### src/rtl/panda_pc.sv
// panda_pc: fetch-stage program counter with jump/branch redirect.
// Optional stall input enabled by defining PANDA_PC_STALL_EN.
module panda_pc #(
    parameter int unsigned     Width    = 32,
    parameter logic [Width-1:0] BootAddr = '0
) (
    input  logic             clk_i,
    input  logic             rst_i,
`ifdef PANDA_PC_STALL_EN
    input  logic             stall_i,
`endif
    input  logic             branch_i,
    input  logic             jump_i,
    input  logic [Width-1:0] branch_target_i,
    input  logic [Width-1:0] jump_target_i,
    output logic [Width-1:0] pc_o,
    output logic [Width-1:0] pc_inc_o
);

    localparam logic [Width-1:0] Step = Width'(4);

    logic [Width-1:0] pc_q;
    logic [Width-1:0] pc_next;
    logic             hold;

`ifdef PANDA_PC_STALL_EN
    assign hold = stall_i;
`else
    assign hold = 1'b0;
`endif

    // Sequential address wraps modulo 2^Width; carry-out is dropped.
    assign pc_inc_o = pc_q + Step;
    assign pc_o     = pc_q;

    // Next-PC select: jump beats branch, both beat stall and increment.
    always_comb begin
        pc_next = pc_inc_o;
        if (jump_i) begin
            pc_next = jump_target_i;
        end else if (branch_i) begin
            pc_next = branch_target_i;
        end else if (hold) begin
            pc_next = pc_q;
        end
    end

    // PC register; reset loads the boot address without waiting for a clock.
    always_ff @(posedge clk_i or posedge rst_i) begin
        if (rst_i) begin
            pc_q <= BootAddr;
        end else begin
            pc_q <= pc_next;
        end
    end

endmodule

### config.mk
export PLATFORM = sky130hd
export DESIGN_NAME = panda_pc
export DESIGN_NICKNAME = d
export VERILOG_FILES = /design/src/rtl/panda_pc.sv
export SDC_FILE = /design/constraint.sdc
export NUM_CORES = 1
export LEC_CHECK = 0
export ABC_CLOCK_PERIOD_IN_PS = 2390
export CAP_MARGIN = 20
export CORE_UTILIZATION = 38
export CTS_CLUSTER_DIAMETER = 40
export DETAILED_ROUTE_END_ITERATION = 7
export PLACE_DENSITY = 0.81
export SYNTH_ARGS = -nofsm -noshare
export SYNTH_HDL_FRONTEND = slang
export SYNTH_SLANG_ARGS = --single-unit
### constraint.sdc
create_clock -name clk_i -period 2.39 [get_ports clk_i]
set_input_delay 0.478 -clock clk_i [delete_from_list [all_inputs] [get_ports clk_i]]
set_output_delay 0.478 -clock clk_i [all_outputs]
set_load 0.1 [all_outputs]
Yosys cells after proc, flatten, opt, wreduce, memory -nomap -nowiden
Cells that the tools add are included.
- multiplexer cells: 2
- add/sub/neg operators: 1
- operator list (cell ; number):
    2-to-1 mux 32 bit ; 2
    adder 32 x 3 -> 32 bit (second input constant) ; 1
- register bits after elaboration: 32
- output and inout bits: 64

Longest topological paths before layout
Gate-level depths: netlist (run 1).
- depth after elaboration: 3
- mapped depth: 7
- depth with buffers taken out: 6

Worst setup path before layout (run 1)
No wires, ideal clock.
- kind: reg-to-output
- start point: reg pc_q[2] (netlist: pc_o[2])
- end point: out pc_inc_o[24]
- stages on the path, launching flop included: 7
- data required time: 1912 ps
- arrival time: 3609 ps
- slack: -1697 ps
- buffers on the path: 1
- cell sequence: dfrtp_1 ha_1 and4_1 clkbuf_1 nand2_1 nor3_1 xor2_1
- cells in the longest elaborated chain, start to end: 1
- RTL lines (element ; RTL line ; source):
    from (decl) ; 22 ; logic [Width-1:0] pc_q;
    from (signal assigned) ; 51 ; pc_q <= BootAddr;
    from (signal assigned) ; 53 ; pc_q <= pc_next;
    adder 32 x 3 -> 32 bit ; 33 ; assign pc_inc_o = pc_q + Step;
    to (decl) ; 17 ; output logic [Width-1:0] pc_inc_o
Every way passes these cells.

Worst setup path after layout (run 1)
- start point: reg pc_q[7] (netlist: pc_o[7])
- end point: out pc_inc_o[30]
The elaborated chain is that of the path after synthesis.

==> results of run 1 <==
-- kinds of logic (layout without fill, tap and decap cells) --
family | Yosys count | count (layout) | share of synthesized area [%]
fa+ha+maj | 1 | 1 | 0.568
simple gates | 108 | 108 | 28.7
buf+inv | 20 | 216 | 3.80
mux | 16 | 16 | 7.33
flops | 32 | 32 | 36.3
compound gates | 40 | 40 | 12.5
xor+xnor | 27 | 27 | 10.7
-- layer usage --
metal  track usage, %  vias up
met2             61.5      400
met5                0        -
li1                 -     1287
met1             42.2     1663
met3             8.49      126
met4             14.3        0
-- synthesized netlist by cell type (5+ instances only) --
library cell,number
dfrtp_1,32
nand2_1,29
nand3_1,17
xnor2_1,16
mux2i_1,15
o21ai_0,13
clkbuf_1,12
xor2_1,11
nor3_1,10
a22oi_1,8
nand4_1,8
nor2_1,8
and4_1,5
o22ai_1,5
-- power groups by stage --
stage	sequential, mW	combinational [mW]	clock [mW]
2_1_floorplan	1.13	0.719	0
3_3_place_gp	0.725	1.66	0
3_5_place_dp	0.732	1.67	0
4_1_cts	0.691	1.76	0.453
5_1_grt	0.716	1.91	0.488
6_report	0.713	1.88	0.478
-- worst max path at each step --
stage	slack, ps	end	cells after the start
3_3_place_gp	120	pc_inc_o[25]	6
6_report	-300	pc_inc_o[30]	6
3_5_place_dp	80	pc_inc_o[30]	5
4_1_cts	-100	pc_inc_o[28]	6
2_1_floorplan	-480	pc_inc_o[25]	4
5_1_grt	-330	pc_inc_o[30]	6
-- what timing repair did --
action	4_1_cts	5_1_grt
pin swaps	22	30
buffers inserted	30	22
gates resized for setup	17	27
setup endpoints to repair	18	23
-- cell type report --
type	count	area share (%)
Clock buffer	8	1.70
Inverter	4	0.283
Multi-Input combinational cell	192	39.1
Sequential cell	32	16.8
Tap cell	72	1.70
Timing Repair Buffer	204	40.4
-- worst reg2reg max path: stages (launching register included) --
cell and delay (ps):
dfrtp_4 450, nand4_4 200, nor4_4 350, buf_6 190, buf_6 100, buf_6 110, nand3_4 110, buf_4 150
or4_1 410, nand3_1 130
-- per-stage QoR --
stage          utilization (%)  instance area, um2  setup TNS [ps]  std cells  setup WS (ps)
2_1_floorplan                -                2880           -5900        244           -477
3_3_place_gp              83.0                4600               0        454            118
3_5_place_dp              83.0                4600               0        454           81.0
4_1_cts                   90.2                5000            -473        492          -96.4
5_1_grt                   95.7                5300           -4790        512           -334
6_report                  95.7                5300           -3870        512           -299
==> results_dict.tcl, run 1 <==
set metrics [dict create \
    core_mm2 0.00554 \
    ctsRootBufferMaster "clkbuf_8" \
    grt_pass1_wl_um 16200 \
    min_period_over_period_pct 113 \
    cts-htree-levels 2 \
    end_kind "output port" \
    clkPwrFrac_pct 15.5 \
    power_switching_share_pct 51.8 \
    cap_viol_max_count 0 \
    crit_fanout 6 \
    vias 3476 \
    seq_area_um2 890 \
    hold_class "input port to asynchronous set/reset pin" \
    grt-ovfl-total 0 \
    leakagePower_nw 2.26 \
    syn_area_mm2 0.00220 \
    crit_path_start_kind "flop" \
    netlist.area_leader.share_pct 36.3 \
    fin_hold_ws_ps 626 \
    cts_max_path_buffers 2 \
    power.density_mw_per_mm2 580 \
    path_cells "nand4_4 > nor4_4 > buf_6 > nand4_1 > xnor2_4 > buf_12" \
    r2r_slack_ps 110 \
    place_congestion 0.850 \
    ff2ff_path_depth 9 \
    cts_hold_buf 0 \
    die_height_um 78.1 \
    rr_startpoint "pc_o[7]$_DFF_PP0_" \
    viasPerCell 6.79 \
    antenna_found_initial 0 \
    synth.distinct_cells 45 \
    switching_power_mw 1.59 \
    tritoncts "built" \
    worst-path-buf-inv 2 \
    wl_per_cell_um 29.1 \
    crit_slowest_cell "dfrtp_4" \
    dieWidth_um 78.1 \
    area_growth_pct 141 \
    detail-route-antenna-nets 0 \
    worst_ep_required_time_ps 1910 \
    slew_headroom_pct 23.1 \
    drc_errors 0 \
    combPwrFrac_pct 61.3 \
    routed_wl_um 14900 \
    grt_usage_pct 35.5 \
    async_flop_share_pct 100 \
    fmax_mhz 372 \
    setup_violations 22 \
    crit_start "pc_o[7]$_DFF_PP0_" \
    top_layer "met4" \
    intPower_mw 1.48 \
    ys_warn_count 0 \
    synth-main-ff-cell "dfrtp_1" \
    violations "setup timing" \
    final_cell_mix "buf_4, clkdlybuf4s50_1, buf_12" \
    clock_latency_ps 290 \
    largest_register_ffs 32 \
    cts_buffers 5 \
    p_total_mw 3.08 \
    rsz0062_at_grt "yes" \
    cts.sinks 32 \
    clkTransAtPathRegs_ps 80 \
    status "finished with violations" \
    initial_core_util_pct 39.8 \
    max-vdd-ir-drop_uv 484 \
    synth_edf_count 0 \
    fin_crit_ps 2690 \
    worst_slew_pin_slew_ps 1150 \
    numPortBuffers 131 \
    ys_seq_elements 32 \
    post-dp-hpwl_um 6400 \
    wl_met1_um 4960 \
    synthCells 244 \
    synth_fp_nets 313 \
    io-pin-count 132 \
    fillers 118 \
    grt_pass1_vias 2955 \
    yosys.area.top_type "dfrtp_1" \
    final-hold-violation-count 0 \
    r2r-end "pc_o[22]$_DFF_PP0_" \
    synth_seq_area_share_pct 36.3 \
    syn_area_per_cell_um2 9.03 \
    finalNetCount 508 \
    rows 27 \
    drv_slew 0 \
    cp_top_family "simple AND/OR/NAND/NOR gates" \
    wl_met3_um 1730 \
    finClkSkew_ps 5.18 \
    wl_met2_um 7070 \
    final_common_cell "buf_4" \
    postLayoutSetupSlackWorst_ps -299 \
    critical_path_class "flop to output port" \
    cp.arrival_ps 2210 \
    first_pass_iters 5 \
    grt_max_degree 37 \
    drtIter0Drc 514 \
    pwr-share-seq_pct 23.2 \
    synth_area_leaders "dfrtp_1, mux2i_1, xnor2_1" \
    cp_slowest_stage_delay_ps 450 \
    num_antenna_cells 0 \
    die_area_mm2 0.00611 \
    multi_input_area_mm2 0.00208 \
    drive_gt1_share_pct 54.8 \
]
(Power assumes the default switching activity.)
==> run 2, diff against run 1 <==
--- a/config.mk
+++ b/config.mk
@@ -7,10 +7,11 @@
 export LEC_CHECK = 0
 export ABC_CLOCK_PERIOD_IN_PS = 2390
 export CAP_MARGIN = 20
-export CORE_UTILIZATION = 38
+export CORE_UTILIZATION = 63
 export CTS_CLUSTER_DIAMETER = 40
 export DETAILED_ROUTE_END_ITERATION = 7
-export PLACE_DENSITY = 0.81
+export DONT_BUFFER_PORTS = 1
+export PLACE_DENSITY = 0.79
 export SYNTH_ARGS = -nofsm -noshare
 export SYNTH_HDL_FRONTEND = slang
 export SYNTH_SLANG_ARGS = --single-unit
==> run 2 against run 1 <==
  * The flow now stops in detailed placement
  * Synthesized cell count unchanged
  * Area after synthesis unchanged
==> results_dict.tcl, run 2 <==
set metrics [dict create \
    status "aborted with a tool error" \
    initial_core_util_pct 66.0 \
    yosys.area.top_type "dfrtp_1" \
    die_height_um 61.1 \
    ys_warn_count 0 \
    synth_area_leaders "dfrtp_1, mux2i_1, xnor2_1" \
    synth_fp_nets 313 \
    netlist.area_leader.share_pct 36.3 \
    dieWidth_um 61.1 \
    ys_top_cells_by_count "dfrtp_1, nand2_1, nand3_1, xnor2_1, mux2i_1" \
    syn_area_mm2 0.00220 \
    failing_step "detailed placement" \
    error "[ERROR DPL-0038] Utilization greater than 100%, impossible to legalize" \
    async_flop_share_pct 100 \
    syn_area_per_cell_um2 9.03 \
    synth.most_common_cell "dfrtp_1" \
    numPortBuffers 0 \
    synth_seq_area_share_pct 36.3 \
    io-pin-count 132 \
    ys_seq_elements 32 \
    synth-main-ff-cell "dfrtp_1" \
    synthCells 244 \
    synth.distinct_cells 45 \
    rows 21 \
    synth_edf_count 0 \
    place_congestion 0.883 \
]
==> run 2: cell counts after synthesis <==
Identical to the previous run, type by type.
==> run 2: cells by family after synthesis <==
family	count (synthesis)	synth area share (%)
AO/OA/AOI/OAI	40	12.5
XOR/XNOR	27	10.7
adder cells (fa/ha/maj)	1	0.568
buffers and inverters	20	3.80
flip-flops	32	36.3
multiplexers	16	7.33
AND/OR/NAND/NOR	108	28.7
==> run 2: per-stage QoR <==
step	setup TNS [ps]	cell area [um2]
2_1_floorplan	-5900	2880
3_3_place_gp	0	3590
==> run 3, diff against run 2 <==
--- a/config.mk
+++ b/config.mk
@@ -7,11 +7,10 @@
 export LEC_CHECK = 0
 export ABC_CLOCK_PERIOD_IN_PS = 2390
 export CAP_MARGIN = 20
-export CORE_UTILIZATION = 63
-export CTS_CLUSTER_DIAMETER = 40
+export CORE_UTILIZATION = 40
 export DETAILED_ROUTE_END_ITERATION = 7
 export DONT_BUFFER_PORTS = 1
-export PLACE_DENSITY = 0.79
+export PLACE_DENSITY_LB_ADDON = 0.15
 export SYNTH_ARGS = -nofsm -noshare
 export SYNTH_HDL_FRONTEND = slang
 export SYNTH_SLANG_ARGS = --single-unit
==> run 3 against run 2 <==
  * The flow now finishes, with violations (setup timing)
==> results_dict.tcl, run 3 (synthesized netlist as in run 1, its figures left out) <==
set metrics [dict create \
    hold_class "input port to asynchronous set/reset pin" \
    cts.sinks 32 \
    fin_hold_ws_ps 169 \
    grt_usage_pct 28.0 \
    grt-ovfl-total 0 \
    wl_per_cell_um 21.6 \
    grt_pass1_wl_um 12600 \
    place_congestion 0.811 \
    drv_slew 0 \
    final-hold-violation-count 0 \
    rows 26 \
    rsz0062_at_grt "yes" \
    finClkSkew_ps 8.14 \
    io-pin-count 132 \
    postLayoutSetupSlackWorst_ps -175 \
    slew_headroom_pct 49.2 \
    die_area_mm2 0.00581 \
    crit_path_start_kind "flop" \
    vias 2437 \
    cts_max_path_buffers 2 \
    largest_register_ffs 32 \
    status "finished with violations" \
    final_util_pct 82.0 \
    cts_buffers 5 \
    grt_pass1_vias 2397 \
    die_height_um 76.2 \
    crit_fanout 7 \
    area_growth_pct 93.8 \
    initial_core_util_pct 42.3 \
    detail-route-antenna-nets 0 \
    drive_gt1_share_pct 61.0 \
    cp.arrival_ps 2090 \
    clkTransAtPathRegs_ps 70 \
    end_kind "output port" \
    first_pass_iters 4 \
    post-dp-hpwl_um 5490 \
    tritoncts "built" \
    drc_errors 0 \
    cap_viol_max_count 0 \
    min_period_over_period_pct 107 \
    dieWidth_um 76.2 \
    core_mm2 0.00520 \
    grt_max_degree 57 \
    violations "setup timing" \
    fmax_mhz 390 \
    numPortBuffers 0 \
    leakagePower_nw 1.79 \
    power.density_mw_per_mm2 628 \
    drtIter0Drc 138 \
    worst_ep_required_time_ps 1910 \
    finalNetCount 409 \
    viasPerCell 5.93 \
    critical_path_class "flop to output port" \
    fin_crit_ps 2560 \
    antenna_found_initial 0 \
    final_common_cell "buf_4" \
    setup_violations 19 \
    ctsRootBufferMaster "clkbuf_8" \
    clock_latency_ps 290 \
    cts_hold_buf 0 \
    routed_wl_um 8890 \
    cts-htree-levels 2 \
    num_antenna_cells 0 \
    worst_slew_pin_slew_ps 762 \
    final_cell_mix "buf_4, nand2_1, buf_12" \
    max-vdd-ir-drop_uv 483 \
]
run 3: worst paths after layout:
kind | start | end | slack, ps | depth (start not counted)
min reg2reg | pc_o[20]$_DFF_PP0_ | pc_o[20]$_DFF_PP0_ | 690 | 3
max | pc_o[22]$_DFF_PP0_ | pc_inc_o[30] | -170 | 5
max reg2reg | pc_o[22]$_DFF_PP0_ | pc_o[30]$_DFF_PP0_ | 220 | 6
min in group clk_i | jump_i | pc_o[10]$_DFF_PP0_ | 310 | 1
min | rst_i | pc_o[24]$_DFF_PP0_ | 170 | 2
max in group asynchronous | rst_i | pc_o[8]$_DFF_PP0_ | 1870 | 2
run 3: final cells by class:
type / count / area, um2
inverters: 4 / 15.0
multi-input cells: 192 / 2030
flip-flops and latches: 32 / 892
repair buffers: 105 / 1160
fillers: 272 / 935
clock buffers: 8 / 90.1
well taps: 70 / 87.6
run 3: power by group:
| part | switching, mW | internal (mW) | total (mW) | leakage (nW) |
|---|---|---|---|---|
| clock network | 0.212 | 0.235 | 0.447 | 0.0455 |
| logic | 1.08 | 0.423 | 1.51 | 1.39 |
| registers | 0.107 | 0.620 | 0.726 | 0.352 |
| total | 1.40 | 1.28 | 2.68 | 1.79 |
run 3: through the flow:
stage | power (mW) | instances | worst slack (ps) | area (um2) | TNS [ps]
2_1_floorplan | 1.84 | 244 | -477 | 2880 | -5900
3_3_place_gp | 2.15 | 367 | 162 | 3700 | 0
3_5_place_dp | 2.17 | 367 | 130 | 3700 | 0
4_1_cts | 2.64 | 385 | -104 | 3980 | -778
5_1_grt | 2.75 | 411 | -229 | 4270 | -2920
6_report | 2.68 | 411 | -175 | 4270 | -1410
run 3: per-layer routing:
layer	wire (um)	up-vias	global-route usage [%]
met3	686	24	9.34
met5	0	-	0
met4	283	0	9.04
met1	3400	1191	33.6
met2	4510	137	47.0
li1	-	1085	-
run 3: critical path, cell delays in order (launching register included):
cell and delay (ps):
dfrtp_4 480, nand4_1 270, nor3_4 350, nand4_1 250, xnor2_4 250, buf_12 200
run 3: timing repair:
| item | CTS | global route |
|---|---|---|
| pin swaps | 23 | 26 |
| gates resized for setup | 26 | 17 |
| setup endpoints to repair | 21 | 23 |
| gates cloned | 0 | 0 |
| buffers inserted | 10 | 26 |
